**src/rtl/final_color_pkg.sv**
```systemverilog
// Shared definitions for the final color multiplexer: flash FSM state type,
// default screen geometry and the reserved color codes.
package final_color_pkg;

    typedef enum logic {
        IDLE  = 1'b0,
        FLASH = 1'b1
    } flash_state_e;

    localparam int DEFAULT_SCREEN_WIDTH  = 640;
    localparam int DEFAULT_SCREEN_HEIGHT = 480;
    localparam int DEFAULT_TRANSPARENT   = 7;
    localparam int DEFAULT_BLANK_COLOR   = 7;
    localparam int DEFAULT_BG_COLOR      = 0;

    // A position outside the visible area belongs to the blanking region.
    function automatic logic isBlank(input logic [9:0] h, input logic [9:0] v,
                                     input int width, input int height);
        return (int'({22'b0, h}) >= width) || (int'({22'b0, v}) >= height);
    endfunction

endpackage

```
**src/rtl/layer_priority_sel.sv**
```systemverilog
// Combinational priority picker: returns the color of the lowest-index layer
// that is not transparent, plus a flag telling whether any layer had a pixel.
module layer_priority_sel
    import final_color_pkg::*;
#(
    parameter int N_LAYERS    = 4,
    parameter int COLOR_W     = 3,
    parameter int TRANSPARENT = DEFAULT_TRANSPARENT
) (
    input  logic [N_LAYERS*COLOR_W-1:0] layers_i,
    output logic [COLOR_W-1:0]          color_o,
    output logic                        found_o
);

    // Scan from the lowest-priority layer upward so layer 0 is written last and wins.
    always_comb begin
        color_o = '0;
        found_o = 1'b0;
        for (int i = N_LAYERS - 1; i >= 0; i--) begin
            if (layers_i[i*COLOR_W +: COLOR_W] != COLOR_W'(TRANSPARENT)) begin
                color_o = layers_i[i*COLOR_W +: COLOR_W];
                found_o = 1'b1;
            end
        end
    end

endmodule

```
**src/rtl/final_color_mux.sv**
```systemverilog
// Final pixel color stage: two-cycle pipeline that resolves layer priority,
// applies blanking and, when FINAL_COLOR_FLASH_EN is defined, a frame-based
// screen flash driven by a small IDLE/FLASH state machine.
module final_color_mux
    import final_color_pkg::*;
#(
    parameter int COLOR_W       = 3,
    parameter int N_LAYERS      = 4,
    parameter int SCREEN_WIDTH  = DEFAULT_SCREEN_WIDTH,
    parameter int SCREEN_HEIGHT = DEFAULT_SCREEN_HEIGHT,
    parameter int TRANSPARENT   = DEFAULT_TRANSPARENT,
    parameter int BLANK_COLOR   = DEFAULT_BLANK_COLOR,
    parameter int BG_COLOR      = DEFAULT_BG_COLOR,
    parameter int FLASH_FRAMES  = 8,
    parameter int FLASH_COLOR   = 4
) (
    input  logic                        clk,
    input  logic                        reset,
    input  logic [N_LAYERS*COLOR_W-1:0] layer_color,
    input  logic [9:0]                  hPos,
    input  logic [9:0]                  vPos,
    input  logic                        valid_in,
    input  logic                        flash_req,
    output logic [COLOR_W-1:0]          color,
    output logic                        valid_out,
    output logic                        flash_active
);

    logic [COLOR_W-1:0] selColor;
    logic               selFound;
    logic [COLOR_W-1:0] s1Color_d;
    logic               s1Blank_d;
    logic [COLOR_W-1:0] s1Color_q;
    logic               s1Blank_q;
    logic               s1Valid_q;
    logic               flashFill;
    logic [COLOR_W-1:0] outColor_d;
    logic [COLOR_W-1:0] outColor_q;
    logic               outValid_q;

    layer_priority_sel #(
        .N_LAYERS    (N_LAYERS),
        .COLOR_W     (COLOR_W),
        .TRANSPARENT (TRANSPARENT)
    ) u_layer_priority_sel (
        .layers_i (layer_color),
        .color_o  (selColor),
        .found_o  (selFound)
    );

    // Stage 1 inputs: fall back to the background when every layer is empty.
    always_comb begin
        s1Color_d = selFound ? selColor : COLOR_W'(BG_COLOR);
        s1Blank_d = isBlank(hPos, vPos, SCREEN_WIDTH, SCREEN_HEIGHT);
    end

    // Stage 1 valid bit; reset drops any pixel in flight.
    always_ff @(posedge clk) begin
        if (reset) begin
            s1Valid_q <= 1'b0;
        end else begin
            s1Valid_q <= valid_in;
        end
    end

    // Stage 1 data only matters when its valid bit is set, so it needs no reset.
    always_ff @(posedge clk) begin
        s1Color_q <= s1Color_d;
        s1Blank_q <= s1Blank_d;
    end

`ifdef FINAL_COLOR_FLASH_EN
    localparam int CNT_W = $clog2(FLASH_FRAMES) + 1;
    localparam logic [CNT_W-1:0] LAST_FRAME = CNT_W'(FLASH_FRAMES - 1);

    flash_state_e     state_q;
    flash_state_e     state_d;
    logic [CNT_W-1:0] flashCnt_q;
    logic [CNT_W-1:0] flashCnt_d;
    logic             frameStart;

    assign frameStart = valid_in && (hPos == 10'd0) && (vPos == 10'd0);

    // Flash sequencing: a request always (re)starts at frame 0, otherwise count frame starts until the last one.
    always_comb begin
        state_d    = state_q;
        flashCnt_d = flashCnt_q;
        if (flash_req) begin
            state_d    = FLASH;
            flashCnt_d = '0;
        end else if ((state_q == FLASH) && frameStart) begin
            if (flashCnt_q == LAST_FRAME) begin
                state_d    = IDLE;
                flashCnt_d = '0;
            end else begin
                flashCnt_d = flashCnt_q + 1'b1;
            end
        end
    end

    // The state advances while the boundary pixel moves into stage 1, so that pixel already sees the new frame.
    always_ff @(posedge clk) begin
        if (reset) begin
            state_q    <= IDLE;
            flashCnt_q <= '0;
        end else begin
            state_q    <= state_d;
            flashCnt_q <= flashCnt_d;
        end
    end

    assign flashFill    = (state_q == FLASH) && !flashCnt_q[0];
    assign flash_active = (state_q == FLASH);
`else
    logic unusedFlash;

    assign unusedFlash  = flash_req ^ (FLASH_FRAMES > 0);
    assign flashFill    = 1'b0;
    assign flash_active = 1'b0;
`endif

    // Stage 2 color: blanking overrides everything, then flash fill, then the layer result.
    always_comb begin
        if (s1Blank_q) begin
            outColor_d = COLOR_W'(BLANK_COLOR);
        end else if (flashFill) begin
            outColor_d = COLOR_W'(FLASH_COLOR);
        end else begin
            outColor_d = s1Color_q;
        end
    end

    // Output register holds the last valid pixel while no new pixel arrives.
    always_ff @(posedge clk) begin
        if (reset) begin
            outColor_q <= COLOR_W'(BLANK_COLOR);
            outValid_q <= 1'b0;
        end else begin
            outValid_q <= s1Valid_q;
            if (s1Valid_q) begin
                outColor_q <= outColor_d;
            end
        end
    end

    assign color     = outColor_q;
    assign valid_out = outValid_q;

endmodule

```
**config.mk**
```make
export PLATFORM = sky130hd
export DESIGN_NAME = final_color_mux
export DESIGN_NICKNAME = d
export VERILOG_FILES = /design/src/rtl/final_color_pkg.sv /design/src/rtl/layer_priority_sel.sv /design/src/rtl/final_color_mux.sv
export SDC_FILE = /design/constraint.sdc
export NUM_CORES = 1
export LEC_CHECK = 0
export ABC_AREA = 1
export ABC_CLOCK_PERIOD_IN_PS = 1200
export CORE_MARGIN = 1.5
export CORE_UTILIZATION = 29
export CTS_BUF_LIST = sky130_fd_sc_hd__clkbuf_2 sky130_fd_sc_hd__clkbuf_4 sky130_fd_sc_hd__clkbuf_8
export DETAILED_ROUTE_END_ITERATION = 12
export GPL_TIMING_DRIVEN = 0
export HOLD_SLACK_MARGIN = 0.08
export PLACE_DENSITY_LB_ADDON = 0.25
export SLEW_MARGIN = 20
export SYNTH_ARGS = -nofsm -noshare
export SYNTH_HDL_FRONTEND = slang
export SYNTH_SLANG_ARGS = --single-unit
export TNS_END_PERCENT = 50
```
**constraint.sdc**
```tcl
create_clock -name clk -period 1.2 [get_ports clk]
set_clock_uncertainty 0.05 [all_clocks]
set_input_delay 0.3 -clock clk [delete_from_list [all_inputs] [get_ports clk]]
set_output_delay 0.3 -clock clk [all_outputs]
set_load 0.01 [all_outputs]
```
==> flow_summary.yaml <==
timing:
  timing.final.max_slew_violations: 0
  finalHoldViolCount: 0
  min_period_ns: 1.13
  timing.final.setup_violations: 0
  rsz0062_at_grt: "no"
  final.setup.tns_ns: 0
  whs_ns: 0.286
  final.period_utilization: 0.944
  max_freq_ghz: 0.883
routing:
  routed_via_density: 4.47
  pre_antenna_drt_iters: 2
  wire_per_inst_microns: 8.70
  route.detailed.drc: 0
  via_count: 469
  routed_wirelength_microns: 913
  route.antenna.remaining_nets: 0
  first_iter_violations: 4
power_and_ir_drop:
  cellPowerDensity_mw_per_mm2: 922
  share_clk_of_total_power: 0.332
  share_comb_of_total_power: 0.201
  power_mw: 0.684
  peakVddDrop_v: 0.000367
  p_sw_mw: 0.159
  internal_power_mw: 0.526
  power.share.sequential: 0.467
  sw_frac_of_total: 0.232
  p_leak_nw: 0.358
floorplanning:
  die_area_sq_mm: 0.00168
  floorplan.die.height_microns: 41.0
  io-pin-count: 41
  core_region_area_sq_mm: 0.00132
  initial_core_util: 0.317
  die_w_microns: 41.0
  row_count: 13
grt:
  grt_pass1_vias: 383
  overflow: 0
  grt_first_pass_wirelength_microns: 1370
  grt_antenna_before_repair: 0
  grt_max_degree: 7
  global_route.usage.total: 0.123
critical_path:
  buf_inv_on_cp: 1
  cp_max_fo: 1
  worstPathRequired_ns: 0.85
  worstSetupPathType: "flip-flop to output port"
  critical_path.top_delay_family: "flip-flops"
  timing.critical_path.arrival_ns: 0.78
  crit_path_cell_trace: "clkdlybuf4s15_1"
  timing.critical_path.slowest_cell_delay_ns: 0.31
  startpoint_type: "flip-flop"
  setup.worst_path.end_class: "output port"
  critical_path.slowest_cell: "dfxtp_1"
final_layout:
  post_route_cells_drive_above_1_share: 0.167
  antenna_cells: 0
  nets: 127
  mostFrequentLayoutCells: "clkdlybuf4s50_1 (19), nand2_1 (12), dfxtp_1 (9)"
  layout_commonest_cell: "clkdlybuf4s50_1"
  final_core_util: 0.563
  synthToLayoutAreaGrowth_pct: 77.5
clocking:
  cts.reportedPaths.clkPinSlew_ns: 0.06
  cts_buffer_depth: 2
  insertion_delay_ns: 0.25
  number_of_h_tree_branching_levels: 1
  numClockSinks: 9
  cts_root_buf: "clkbuf_4"
  cts_made_buffers: 3
  holdBufCountCts: 0
  tritoncts_clock_tree: "done"
placement:
  detailed_place_hpwl_microns: 757
  gp_routability_congestion: 0.657
  place.port_buffers: 26
job:
  max-cap-violations: 0
logic_synthesis:
  syn_area_per_cell_sq_um: 7.08
  synth_largest_area_cell: "dfxtp_1"
  register_area_share_after_synthesis: 0.431
  synthesis.instances: 59
  synth_area_sq_um: 418
  synth.lib_cells_used.distinct: 16
  yosys-top-cells-area: "dfxtp_1 (43%), nand2_1 (11%), nand3_1 (7.2%)"
  yosysTopAreaCellShare: 0.431
  yosysWarnings: 0
  synth_seq_cells: 9
  synth_nets: 95
run_status:
  outcome: "finished, final reports clean"
min_path:
  timing.hold.worst.class: "input pin to flip-flop"
-- timing repair --
action                     CTS  global route
setup endpoints to repair    4             7
gates cloned                 0             0
gates resized for setup      7            12
buffers inserted             0             1
pin swaps                    0             2
-- flip-flops by register name, indices dropped and copies added (netlist names) --
register	flops
s1Valid_q	1
s1Color_q	3
s1Blank_q	1
valid_out	1
color	3
-- path summary, 6_finish.rpt --
kind	startpoint	end	slack, ns	cells after the start
setup / recovery	valid_out	valid_out	0.07	1
hold / removal	layer_color[1]	s1Color_q[1]	0.29	3
setup reg to reg	s1Valid_q	color[1]	0.19	4
hold reg to reg	s1Color_q[0]	color[0]	0.40	2
-- power groups by stage --
stage | Sequential (mW) | Clock, mW | Combinational, mW
2_1_floorplan | 0.327 | 0 | 0.0405
5_1_grt | 0.321 | 0.246 | 0.153
3_5_place_dp | 0.327 | 0 | 0.136
3_3_place_gp | 0.326 | 0 | 0.134
4_1_cts | 0.320 | 0.234 | 0.134
6_report | 0.320 | 0.227 | 0.138
-- metrics by stage --
stage | area (sq um) | setup WS (ns) | instances
after detailed placement | 697 | -0.250 | 100
after global placement | 697 | -0.222 | 100
final | 742 | 0.0670 | 105
after floorplan | 418 | 0.269 | 59
after CTS | 723 | 0.0127 | 104
after global routing | 742 | 0.0191 | 105
-- cell usage after synthesis --
cell type,instances
or2_4,1
nand4_1,1
o22ai_1,3
nor2_1,5
nand3b_1,1
nand2_1,12
inv_1,8
o21ai_0,3
a21oi_1,4
dfxtp_1,9
buf_4,1
inv_2,1
o21a_1,1
nand3_1,6
conb_1,1
a21boi_0,2
-- area by class of cell --
class                   instances  area, sq um
clock buffers                   3         22.5
clock inverters                 1         5.00
well taps                      15         18.8
flip-flops and latches          9          180
repair buffers                 27          260
inverters                       9         33.8
fillers                       127          576
multi-input cells              40          214
plain buffers                   1         7.51
-- logic make-up after synthesis --
family | share of synthesized area
AOI/OAI and AO/OA | 0.183
buffers and inverters | 0.0988
DFF | 0.431
other | 0.00897
and+or+nand+nor | 0.278
-- layer usage --
metal / GRT usage / part of all wire / up-vias
met5: 0 / 0 / -
met1: 0.151 / 0.44 / 199
li1: - / - / 255
met3: 0.0163 / 0.070 / 0
met4: 0.0750 / 0 / 0
met2: 0.199 / 0.49 / 15
No activity file was read; power rests on OpenSTA's default activity.
